**src/rtl/rom_boot_arbiter_if.sv**
```systemverilog
// rtl/rom_boot_arbiter_if.sv - request/response channels of both boot ROM ports
interface rom_boot_arbiter_if;
  logic        req_valid_0;
  logic        req_valid_1;
  logic [15:0] req_addr_0;
  logic [15:0] req_addr_1;
  logic        req_ready_0;
  logic        req_ready_1;
  logic        rsp_valid_0;
  logic        rsp_valid_1;
  logic [31:0] rsp_data_0;
  logic [31:0] rsp_data_1;
  logic        rsp_err_0;
  logic        rsp_err_1;
  logic        rsp_ready_0;
  logic        rsp_ready_1;

  modport master (
    output req_valid_0, req_valid_1, req_addr_0, req_addr_1,
    output rsp_ready_0, rsp_ready_1,
    input  req_ready_0, req_ready_1,
    input  rsp_valid_0, rsp_valid_1, rsp_data_0, rsp_data_1,
    input  rsp_err_0, rsp_err_1
  );

  modport slave (
    input  req_valid_0, req_valid_1, req_addr_0, req_addr_1,
    input  rsp_ready_0, rsp_ready_1,
    output req_ready_0, req_ready_1,
    output rsp_valid_0, rsp_valid_1, rsp_data_0, rsp_data_1,
    output rsp_err_0, rsp_err_1
  );
endinterface

```
**src/rtl/rom_boot_arbiter.sv**
```systemverilog
// rtl/rom_boot_arbiter.sv - round-robin two-port arbiter for the boot ROM read port
module rom_boot_arbiter #(
  parameter logic [15:0] ADDR_LIMIT = 16'h1000
) (
  input  logic                     clk,
  input  logic                     reset_n,
  rom_boot_arbiter_if.slave        bus,
  output logic [15:0]              rom_address,
  input  logic [31:0]              rom_out
);

  logic        last_grant;
  logic        elig_0;
  logic        elig_1;
  logic        grant_0;
  logic        grant_1;
  logic        acc_err;
  logic [31:0] acc_data;

  // A slot is free when empty or being drained this very cycle.
  assign elig_0 = bus.req_valid_0 && (!bus.rsp_valid_0 || bus.rsp_ready_0);
  assign elig_1 = bus.req_valid_1 && (!bus.rsp_valid_1 || bus.rsp_ready_1);

  assign grant_0 = elig_0 && (!elig_1 || last_grant);
  assign grant_1 = elig_1 && (!elig_0 || !last_grant);

  assign bus.req_ready_0 = grant_0;
  assign bus.req_ready_1 = grant_1;

  always_comb begin
    rom_address = 16'h0000;
    if (grant_0) begin
      rom_address = bus.req_addr_0;
    end else if (grant_1) begin
      rom_address = bus.req_addr_1;
    end
  end

  // No wrap-around: any address at or past the limit is an error.
  assign acc_err  = (rom_address[1:0] != 2'b00) || (rom_address >= ADDR_LIMIT);
  assign acc_data = acc_err ? 32'h0000_0000 : rom_out;

  always_ff @(posedge clk or negedge reset_n) begin
    if (!reset_n) begin
      last_grant      <= 1'b1;
      bus.rsp_valid_0 <= 1'b0;
      bus.rsp_valid_1 <= 1'b0;
      bus.rsp_data_0  <= 32'h0000_0000;
      bus.rsp_data_1  <= 32'h0000_0000;
      bus.rsp_err_0   <= 1'b0;
      bus.rsp_err_1   <= 1'b0;
    end else begin
      if (grant_0) begin
        last_grant <= 1'b0;
      end else if (grant_1) begin
        last_grant <= 1'b1;
      end

      if (grant_0) begin
        bus.rsp_valid_0 <= 1'b1;
        bus.rsp_data_0  <= acc_data;
        bus.rsp_err_0   <= acc_err;
      end else if (bus.rsp_valid_0 && bus.rsp_ready_0) begin
        bus.rsp_valid_0 <= 1'b0;
      end

      if (grant_1) begin
        bus.rsp_valid_1 <= 1'b1;
        bus.rsp_data_1  <= acc_data;
        bus.rsp_err_1   <= acc_err;
      end else if (bus.rsp_valid_1 && bus.rsp_ready_1) begin
        bus.rsp_valid_1 <= 1'b0;
      end
    end
  end

endmodule

```
**src/flat_wrapper.sv**
```systemverilog
// flat-port wrapper written by rule: the top's interface ports become plain ports
module rom_boot_arbiter_flat 
#(
  parameter logic [15:0] ADDR_LIMIT = 16'h1000
)
  (clk, reset_n, rom_address, rom_out, bus_req_valid_0, bus_req_valid_1, bus_req_addr_0, bus_req_addr_1, bus_rsp_ready_0, bus_rsp_ready_1, bus_req_ready_0, bus_req_ready_1, bus_rsp_valid_0, bus_rsp_valid_1, bus_rsp_data_0, bus_rsp_data_1, bus_rsp_err_0, bus_rsp_err_1);
  rom_boot_arbiter_if bus_i ();
  input  logic clk;
  input  logic reset_n;
  output logic [15:0] rom_address;
  input  logic [31:0] rom_out;
  input wire logic [$bits(bus_i.req_valid_0)-1:0] bus_req_valid_0;
  input wire logic [$bits(bus_i.req_valid_1)-1:0] bus_req_valid_1;
  input wire logic [$bits(bus_i.req_addr_0)-1:0] bus_req_addr_0;
  input wire logic [$bits(bus_i.req_addr_1)-1:0] bus_req_addr_1;
  input wire logic [$bits(bus_i.rsp_ready_0)-1:0] bus_rsp_ready_0;
  input wire logic [$bits(bus_i.rsp_ready_1)-1:0] bus_rsp_ready_1;
  output wire logic [$bits(bus_i.req_ready_0)-1:0] bus_req_ready_0;
  output wire logic [$bits(bus_i.req_ready_1)-1:0] bus_req_ready_1;
  output wire logic [$bits(bus_i.rsp_valid_0)-1:0] bus_rsp_valid_0;
  output wire logic [$bits(bus_i.rsp_valid_1)-1:0] bus_rsp_valid_1;
  output wire logic [$bits(bus_i.rsp_data_0)-1:0] bus_rsp_data_0;
  output wire logic [$bits(bus_i.rsp_data_1)-1:0] bus_rsp_data_1;
  output wire logic [$bits(bus_i.rsp_err_0)-1:0] bus_rsp_err_0;
  output wire logic [$bits(bus_i.rsp_err_1)-1:0] bus_rsp_err_1;
  assign bus_i.req_valid_0 = bus_req_valid_0;
  assign bus_i.req_valid_1 = bus_req_valid_1;
  assign bus_i.req_addr_0 = bus_req_addr_0;
  assign bus_i.req_addr_1 = bus_req_addr_1;
  assign bus_i.rsp_ready_0 = bus_rsp_ready_0;
  assign bus_i.rsp_ready_1 = bus_rsp_ready_1;
  assign bus_req_ready_0 = bus_i.req_ready_0;
  assign bus_req_ready_1 = bus_i.req_ready_1;
  assign bus_rsp_valid_0 = bus_i.rsp_valid_0;
  assign bus_rsp_valid_1 = bus_i.rsp_valid_1;
  assign bus_rsp_data_0 = bus_i.rsp_data_0;
  assign bus_rsp_data_1 = bus_i.rsp_data_1;
  assign bus_rsp_err_0 = bus_i.rsp_err_0;
  assign bus_rsp_err_1 = bus_i.rsp_err_1;
  rom_boot_arbiter #(.ADDR_LIMIT(ADDR_LIMIT)) u_core (.clk(clk), .reset_n(reset_n), .bus(bus_i), .rom_address(rom_address), .rom_out(rom_out));
endmodule
```
**config.mk**
```make
export PLATFORM = sky130hd
export DESIGN_NAME = rom_boot_arbiter_flat
export DESIGN_NICKNAME = d
export VERILOG_FILES = /design/src/rtl/rom_boot_arbiter_if.sv /design/src/rtl/rom_boot_arbiter.sv /design/src/flat_wrapper.sv
export SDC_FILE = /design/constraint.sdc
export NUM_CORES = 1
export LEC_CHECK = 0
export CORE_MARGIN = 8
export CORE_UTILIZATION = 30
export DETAILED_ROUTE_END_ITERATION = 10
export SKIP_CTS_REPAIR_TIMING = 1
export SLEW_MARGIN = 30
export SYNTH_ARGS = -nofsm -noshare
export SYNTH_HDL_FRONTEND = slang
export SYNTH_SLANG_ARGS = --single-unit
```
**constraint.sdc**
```tcl
create_clock -name clk -period 3.4 [get_ports clk]
set_input_delay 0.68 -clock clk [delete_from_list [all_inputs] [get_ports clk]]
set_output_delay 0.68 -clock clk [all_outputs]
set_load 0.02 [all_outputs]
```
==> impl_metrics.csv, run 1 <==
group,metric,value,unit
status,status,"finished clean",
logic_synthesis,synth_seq_cells,69,
worst_hold_path,hold_path_class,"in2async",
clocking,clkSinkCount,69,
grt,grt_pass1_vias,3182,
die,die_h,121,µm
logic_synthesis,synth_cell_types,29,
sta,max_freq,0.300,GHz
logic_synthesis,ys.flop_type,"dfrtp_1",
die,fp.dieW,121,µm
routing,totalWireLength,11.0,mm
power,p_int,1.48,mW
clocking,clkLatencyLatePin,0.34,ns
clocking,cts_tree,"built",
grt,grt_max_degree,70,
finish,final_common_cell,"clkdlybuf4s50_1",
power,p_sw,0.593,mW
die,core-area,10800,µm²
placement,place_congestion,0.720,
routing,drt-wirelength-per-cell,19.8,µm
power,pwr-share-comb,0.230,
logic_synthesis,yosysWarnings,0,
clocking,ctsRootBufferMaster,"clkbuf_8",
logic_synthesis,post_synth_inst_count,263,
routing,ant_nets,0,
logic_synthesis,synthesis.nets,333,
sta,maxSlewHeadroom,0.552,
sta,clock-skew-final,0.00745,ns
grt,grt-ovfl-total,0,
sta,min_period_over_period,0.980,
critical_path,critPathArrivalTime,2.65,ns
die,placementRows,38,
finish,drive_gt1_frac,0.159,
sta,holdWs,0.332,ns
grt,grt_first_pass_wirelength,17.5,mm
routing,vias,2877,
routing,drt-initial-drc-count,167,
sta,rsz0062_at_grt,"false",
routing,viasPerCell,5.19,
finish,fin_cells,554,
grt,track_usage,0.150,
power,p_leak,2.53,nW
placement,dpl.hpwl,7.62,mm
routing,drcViolationCount,0,
clocking,clkTransAtPathRegs,0.08,ns
routing,drtPass1Iterations,4,
logic_synthesis,synth_edf_count,0,
finish,layout.nets,479,
critical_path,required,2.72,ns
critical_path,worst-path-max-fanout,18,
flow_run,drv_cap,0,
logic_synthesis,async_flop_share,1.00,
clocking,cts_buffers,9,
sta,hold_violations,0,
power,clockPowerShare,0.358,
grt,grt_antenna_before_repair,0,
power,ir_drop,180,µV
finish,layout_common_cells,"clkdlybuf4s50_1, dfrtp_1, and3_1, a32o_1, mux2_2",
finish,diodes,0,
critical_path,setup.worst_path.start_class,"input port",
sta,tightest_slew,0.671,ns
logic_synthesis,syn_area,3300,µm²
die,ios,156,
critical_path,path_class,"in2out",
sta,final-setup-viol-count,0,
clocking,ctsHtreeMaxLevel,3,
power,swShare,0.286,
sta,min_period,3.33,ns
power,power.total,2.07,mW
placement,portBuffers,155,
sta,slew_viol_final,0,
logic_synthesis,synth.avg_cell_area,12.6,µm²
placement,post-place-cells,538,
power,power_frac_seq,0.412,
die,die_area,14600,µm²
power,powerDensity,400,nW/µm²
logic_synthesis,seq_area_frac_synth,0.523,
critical_path,critPathCaptureType,"output pin",
die,initial_core_util,0.306,
clocking,clock_path_buffers,2,
finish,syn2layout_area_growth,57.0,%
==> stage by stage <==
step	area [µm²]	setup WS, ns	TNS (ns)	util
global placement	4930	0.0234	0	0.457
detailed placement	4930	-0.0525	-0.622	0.457
CTS	5150	-0.0506	-0.635	0.478
finish	5180	0.0684	0	0.480
global route	5180	0.00112	0	0.480
floorplan	3300	0.843	0	-
==> state kept, by name (all words and copies together) (netlist names) <==
signal	flops
u_core.bus.rsp_data_1	32
u_core.bus.rsp_data_0	32
u_core.bus.rsp_err_0	1
u_core.bus.rsp_err_1	1
u_core.last_grant	1
u_core.bus.rsp_valid_0	1
u_core.bus.rsp_valid_1	1
==> power by group through the flow <==
stage | Clock, mW | Sequential (mW) | Combinational (mW)
after floorplan | 0 | 0.885 | 0.231
after global placement | 0 | 0.870 | 0.478
after detailed placement | 0 | 0.870 | 0.484
after CTS | 0.769 | 0.855 | 0.485
after global routing | 0.804 | 0.858 | 0.512
final | 0.742 | 0.855 | 0.477
==> synth_stat cells, drive strengths merged, types with 2 or more instances <==
cell type / number / share of area
a22o: 16 / 0.043
a32o: 32 / 0.097
and3: 64 / 0.12
buf: 13 / 0.035
clkbuf: 16 / 0.018
dfrtp: 68 / 0.52
inv: 4 / 0.0045
mux2: 33 / 0.12
nand2: 2 / 0.0023
nand2b: 2 / 0.0038
nor2: 2 / 0.0023
==> metal layers <==
metal  up-vias  track usage  share of wire
met3         9       0.0610          0.082
met2       101        0.253           0.50
met1      1463        0.175           0.41
li1       1304            -              -
met4         0       0.0359         0.0078
met5         -            0              0
==> path summary, 6_finish.rpt <==
kind	slack [ns]	depth (start not counted)	to	start
setup / recovery	0.07	6	rom_address[13]	bus_rsp_ready_0
hold / removal	0.33	1	u_core.bus.rsp_data_0[3]$_DFFE_PN0P_	reset_n
setup reg to reg	1.41	4	u_core.bus.rsp_data_0[29]$_DFFE_PN0P_	u_core.bus.rsp_valid_1$_DFFE_PN0P_
hold reg to reg	0.49	1	u_core.bus.rsp_err_0$_DFFE_PN0P_	u_core.bus.rsp_err_0$_DFFE_PN0P_
max in group asynchronous	2.61	1	u_core.bus.rsp_valid_0$_DFFE_PN0P_	reset_n
min in group clk	0.49	1	u_core.bus.rsp_err_0$_DFFE_PN0P_	u_core.bus.rsp_err_0$_DFFE_PN0P_
==> logic make-up after synthesis <==
family	share of synthesized area
flops	0.523
mux	0.124
simple gates	0.145
compound gates	0.150
buf+inv	0.0576
==> cell type report <==
type	instances	area [µm²]
Clock buffer	9	124
Fill cell	1008	5610
Tap cell	140	175
Sequential cell	69	1730
Inverter	4	20.0
Timing Repair Buffer	164	1640
Clock inverter	7	97.6
Multi-Input combinational cell	161	1400
==> worst max-delay path: stages <==
cell and delay, ns:
clkdlybuf4s50_1 0.42, nand2b_1 0.19, a311o_2 0.45, inv_6 0.15, a22o_1 0.14, clkdlybuf4s50_1 0.61
Note: power is estimated with default switching activity, not from simulation.
==> inputs of run 2 (changes only) <==
--- a/config.mk
+++ b/config.mk
@@ -7,6 +7,7 @@
 export LEC_CHECK = 0
 export CORE_MARGIN = 8
 export CORE_UTILIZATION = 30
+export CTS_CLUSTER_DIAMETER = 30
 export DETAILED_ROUTE_END_ITERATION = 10
 export SKIP_CTS_REPAIR_TIMING = 1
 export SLEW_MARGIN = 30
==> results of run 2 <==
No change in the layout: final DEF, timing and power equal those of run 1.
==> inputs of run 3 (changes only) <==
--- a/config.mk
+++ b/config.mk
@@ -9,6 +9,7 @@
 export CORE_UTILIZATION = 30
 export CTS_CLUSTER_DIAMETER = 30
 export DETAILED_ROUTE_END_ITERATION = 10
+export GPL_TIMING_DRIVEN = 0
 export SKIP_CTS_REPAIR_TIMING = 1
 export SLEW_MARGIN = 30
 export SYNTH_ARGS = -nofsm -noshare
==> run 3 against run 2 <==
Maximum frequency rose by 2.9%. Global-route usage grew 0.42 points. Die area is the same. Critical path type unchanged. Cell count is 3.8% higher. Sequential share of layout area is 0.73 points lower. First-iteration DRC count decreased by 23%. Core utilization rose by 1.1 points.
==> impl_metrics.csv, run 3 (synthesis gave the netlist of run 1 again) <==
group,metric,value,unit
placement,placed_area,5050,µm²
sta,maxSlewHeadroom,0.612,
clocking,clkSinkCount,69,
grt,grt-ovfl-total,0,
critical_path,cp-startpoint,"bus_rsp_ready_0",
finish,drive_gt1_frac,0.152,
placement,place_congestion,0.684,
power,p_leak,2.69,nW
sta,clock-skew-final,0.0120,ns
placement,portBuffers,155,
clocking,clkLatencyLatePin,0.34,ns
finish,layout_common_cells,"clkdlybuf4s50_1, dfrtp_1, and3_1, a32o_1, mux2_2",
finish,top_regs,"u_core.bus.rsp_data_0: 32 flops, u_core.bus.rsp_data_1: 32 flops",
critical_path,endpoint,"rom_address[4]",
critical_path,critPathArrivalTime,2.56,ns
finish,syn2layout_area_growth,60.6,%
routing,viasPerCell,5.00,
clocking,cts_buffers,9,
power,power.total,2.04,mW
sta,min_period_over_period,0.952,
sta,min_period,3.24,ns
grt,grt_pass1_vias,3243,
critical_path,worst-path-max-fanout,10,
finish,postLayoutCellArea,5300,µm²
clocking,cts_tree,"built",
routing,drt-wirelength-per-cell,19.1,µm
grt,grt_antenna_before_repair,0,
routing,drcViolationCount,0,
critical_path,critPathCaptureType,"output pin",
sta,rsz0062_at_grt,"false",
worst_hold_path,hold_path_class,"in2async",
sta,final-setup-viol-count,0,
power,powerDensity,385,nW/µm²
power,ir_drop,207,µV
die,ios,156,
sta,slew_viol_final,0,
sta,max_freq,0.309,GHz
die,initial_core_util,0.306,
die,core-area,10800,µm²
routing,vias,2874,
die,die_h,121,µm
critical_path,reg2reg_slack,1.70,ns
sta,tightest_slew,0.577,ns
grt,track_usage,0.155,
flow_run,drv_cap,0,
grt,grt_max_degree,37,
status,status,"finished clean",
clocking,clkTransAtPathRegs,0.08,ns
clocking,ctsHtreeMaxLevel,3,
clocking,clock_path_buffers,2,
sta,hold_violations,0,
die,placementRows,38,
routing,drt-initial-drc-count,129,
routing,drtPass1Iterations,5,
sta,worst_slack,0.162,ns
die,die_area,14600,µm²
placement,dpl.hpwl,8.29,mm
placement,place_ws,-0.264,ns
finish,final_common_cell,"clkdlybuf4s50_1",
finish,layout.nets,500,
critical_path,r2r_start,"u_core.bus.rsp_valid_1$_DFFE_PN0P_",
critical_path,path_class,"in2out",
finish,diodes,0,
die,fp.dieW,121,µm
placement,post-place-cells,559,
sta,tns,0,ns
critical_path,timing.rr.end,"u_core.bus.rsp_data_1[15]$_DFFE_PN0N_",
critical_path,setup.worst_path.start_class,"input port",
routing,ant_nets,0,
routing,totalWireLength,11.0,mm
clocking,ctsRootBufferMaster,"clkbuf_8",
critical_path,required,2.72,ns
finish,fin_cells,575,
grt,grt_first_pass_wirelength,17.8,mm
critical_path,reg2reg_depth,5,
run 3: final cells by class:
cell class | instances | area, µm²
plain buffers | 29 | 175
clock buffers | 11 | 151
clock inverters | 5 | 58.8
fillers | 1009 | 5490
inverters | 4 | 15.0
multi-input cells | 161 | 1380
flip-flops and latches | 69 | 1730
well taps | 140 | 175
repair buffers | 156 | 1610
run 3: through the flow:
step,util,hold WS (ns)
2_1_floorplan,-,0.384
3_3_place_gp,0.466,0.469
3_5_place_dp,0.468,0.483
4_1_cts,0.487,0.283
5_1_grt,0.491,0.296
6_report,0.491,0.278
run 3: how the worst min path moves through the flow:
| stage | to | slack (ns) | depth (start not counted) |
|---|---|---|---|
| 2_1_floorplan | u_core.bus.rsp_data_0[0]$_DFFE_PN0P_ | 0.38 | 0 |
| 6_report | u_core.bus.rsp_data_0[4]$_DFFE_PN0P_ | 0.28 | 1 |
| 4_1_cts | u_core.bus.rsp_data_0[4]$_DFFE_PN0P_ | 0.28 | 1 |
| 3_5_place_dp | u_core.bus.rsp_data_1[9]$_DFFE_PN0N_ | 0.48 | 1 |
| 3_3_place_gp | u_core.bus.rsp_data_0[3]$_DFFE_PN0P_ | 0.47 | 1 |
| 5_1_grt | u_core.bus.rsp_data_0[4]$_DFFE_PN0P_ | 0.30 | 1 |
run 3: worst max-delay path, cell delays in order:
cell             delay (ns)
clkdlybuf4s50_1        0.41
nand2b_1               0.18
a311o_1                0.35
buf_2                  0.18
inv_2                  0.15
buf_4                  0.20
a22o_1                 0.16
dlymetal6s2s_1         0.24
run 3: where the power goes:
group          leakage, nW  total, mW  internal [mW]  switching [mW]
combinational         1.64      0.495          0.239           0.256
clock                0.102      0.693          0.379           0.314
sequential           0.944      0.853          0.841          0.0126
total                 2.69       2.04           1.46           0.583
run 3: per-layer routing:
layer | track usage | up-vias | wire [µm] | part of all wire
met5 | 0 | - | 0 | 0
met4 | 0.0406 | 0 | 87 | 0.0079
met3 | 0.0624 | 7 | 804 | 0.073
met2 | 0.259 | 93 | 5520 | 0.50
met1 | 0.180 | 1433 | 4580 | 0.42
li1 | - | 1341 | - | -
==> edit (settings of run 2) <==
Make the reset (`reset_n`) synchronous in one clocked block.
--- a/src/rtl/rom_boot_arbiter.sv
+++ b/src/rtl/rom_boot_arbiter.sv
@@ -40,7 +40,7 @@
   assign acc_err  = (rom_address[1:0] != 2'b00) || (rom_address >= ADDR_LIMIT);
   assign acc_data = acc_err ? 32'h0000_0000 : rom_out;
 
-  always_ff @(posedge clk or negedge reset_n) begin
+  always_ff @(posedge clk) begin
     if (!reset_n) begin
       last_grant      <= 1'b1;
       bus.rsp_valid_0 <= 1'b0;
Check against the original RTL: differs if reset_n is asserted again (counterexample within 4 cycles, from zero or initial values and one cycle with reset_n low); with reset_n held inactive, the same outputs for 10 cycles.
==> edit against run 2 <==
Clock power decreased by 0.5%. Largest power group unchanged. Power shrank 11%. Area after synthesis decreased by 23%. Setup slack gained 0.016 ns. Critical endpoint is now rom_address[8]. Critical path depth did not move. Wire length decreased by 11%. Highest routed layer unchanged. Worst hold slack gained 0.14 ns. Sequential share of layout area is 2.1 points lower. Sequential cell count did not move. Final area down 15%.
==> edit: results (changes against run 2) <==
- NumNets Final: 510 (was 479)
- Largest cells by area after synthesis: dfxtp_1 54%, o22ai_1 16%, nand2_1 14%, a22o_1 5.5%, clkbuf_1 3.1% (was dfrtp_1 52%, and3_1 12%, a32o_1 9.7%, mux2_2 8.2%, a22o_1 4.0%)
- Worst Skew: 0.00591 ns (was 0.00745 ns)
- Hold Crit Class: register to register (was primary input to async pin)
- CTS Buf Count: 9 (unchanged)
- CP max stage cell: clkdlybuf4s50_1 (unchanged)
- Pin count of the biggest net entering global routing: 49 (was 70)
- Total track usage: 15.8% (was 15.0%)
- Initial DRC count: 142 (was 167)
- Fill cells: 802 (was 1,008)
- Core area: 8260 sq um (was 10,800 sq um)
- DP HPWL: 6960 um (was 7620 um)
- VDD IR max: 160 uV (was 180 uV)
- Worst Path Arrival: 2.64 ns (was 2.65 ns)
- Non-filler cells, final: 549 (was 554)
- DP Cell Count: 534 (was 538)
- CTS HTree Levels: 3 (unchanged)
- Critical path peak fanout: 10 (was 18)
- Number of global-route vias before repair: 2,771 (was 3,182)
- Status: finished, final reports clean (unchanged)
- Root Driver: clkbuf_8 (unchanged)
- P_int: 1.40 mW (was 1.48 mW)
- Most frequent cells after synthesis: 96 x nand2_1, 69 x dfxtp_1, 64 x o22ai_1, 21 x clkbuf_1, 16 x a22o_1 (was 68 x dfrtp_1, 64 x and3_1, 32 x a32o_1, 24 x mux2_2, 16 x clkbuf_1)
- Worst slew pin tran: 0.715 ns (was 0.671 ns)
- Pre-CTS setup slack: 0.0782 ns (was -0.0525 ns)
- Mapped Cells: 294 (was 263)
- Largest stage delay on the critical path: 0.61 ns (about the same)
- Yosys warning count: 0 (unchanged)
- First-pass GRT wire length: 14,700 um (was 17,500 um)
- Routability Congestion: 0.809 (was 0.720)
- Netlist cell types: 21 (was 29)
- Lkg Pwr: 1.58 nW (was 2.53 nW)
- Clock-pin slew on the worst setup and hold paths: 0.07 ns
- Seq/Total Area, Yosys: 54.0% (was 52.3%)
- Layout cells sized above 1: 6.53% (was 15.9%)
- Delay-heaviest family, CP: buffers and inverters (unchanged)
- Clk buf depth: 2 (unchanged)
- Via density: 4.97 (was 5.19)
- Regs by FF count: u_core.bus.rsp_data_0 (32), u_core.bus.rsp_data_1 (32) (unchanged)
- Net Count, Synth: 364 (was 333)
- WL/cell: 17.7 um (was 19.8 um)
- Initial antenna violation count: 0 (unchanged)
- Ys flop type: dfxtp_1 (was dfrtp_1)
- Share of flip-flops with an asynchronous set or reset: 0% (was 100%)
- Pre-antenna DRT Iters: 4 (unchanged)
-- edit: cell count changes in the layout (fill, tap and decap cells not counted), moves of 7 or more --
cell and change:
nand2_1 +94, dfxtp_1 +69, dfrtp_1 -68, o22ai_1 +64, and3_1 -63, a32o_1 -32
mux2_2 -24, clkdlybuf4s50_1 +9, dlymetal6s2s_1 -9, mux2_4 -7
-- edit: cell families after synthesis --
group	after synthesis	synth area share, %
AOI/OAI and AO/OA	88	24.4
buffers and inverters	29	4.60
DFF	69	54.0
and+or+nand+nor	108	17.0
-- edit: through the flow --
stage	util [%]	total power, mW	cell area (sq um)	hold WS, ns
floorplan	-	0.966	2560	0.545
global placement	51.0	1.13	4210	0.453
detailed placement	51.0	1.13	4210	0.459
CTS	53.7	1.87	4430	0.472
global route	53.7	1.93	4430	0.486
finish	53.7	1.85	4430	0.468
-- edit: path summary, 6_finish.rpt --
check | start | to | slack (ns) | depth (start not counted)
min reg2reg | u_core.bus.rsp_data_1[22]$_SDFFE_PN0N_ | u_core.bus.rsp_data_1[22]$_SDFFE_PN0N_ | 0.47 | 2
min | u_core.bus.rsp_data_1[22]$_SDFFE_PN0N_ | u_core.bus.rsp_data_1[22]$_SDFFE_PN0N_ | 0.47 | 2
max | bus_rsp_ready_0 | rom_address[8] | 0.08 | 6
max reg2reg | u_core.bus.rsp_valid_1$_SDFFE_PN0P_ | u_core.bus.rsp_data_0[10]$_SDFFE_PN0P_ | 1.19 | 6
-- edit: area by class of cell --
cell class              count  area, sq um  share of cell area (%)
multi-input cells         196         1060                    23.9
flip-flops and latches     69         1380                    31.2
clock buffers              10          138                    3.11
inverters                   1         3.75                  0.0847
repair buffers            163         1630                    36.8
well taps                 105          131                    2.97
clock inverters             5         83.8                    1.89
-- edit: routing by layer --
metal | up-vias | GRT usage (%) | routed length (um) | share of wire [%]
met2 | 124 | 25.7 | 4500 | 46
met5 | - | 0 | 0 | 0
met3 | 10 | 6.54 | 1020 | 10
met4 | 0 | 5.18 | 110 | 1.1
li1 | 1341 | - | - | -
met1 | 1251 | 18.3 | 4090 | 42
-- edit: power by group through the flow --
stage	Combinational, mW	Sequential (mW)	Clock (mW)
final	0.292	0.819	0.738
after global routing	0.312	0.820	0.797
after CTS	0.295	0.819	0.760
after detailed placement	0.294	0.838	0
after global placement	0.292	0.838	0
after floorplan	0.121	0.844	0
-- edit: worst reg2reg max path, delay by kind of cell (launching register included) --
kind | cells | cell delay, ns
buf+inv | 2 | 0.74
compound gates | 2 | 0.66
simple gates | 2 | 0.40
flops | 1 | 0.34
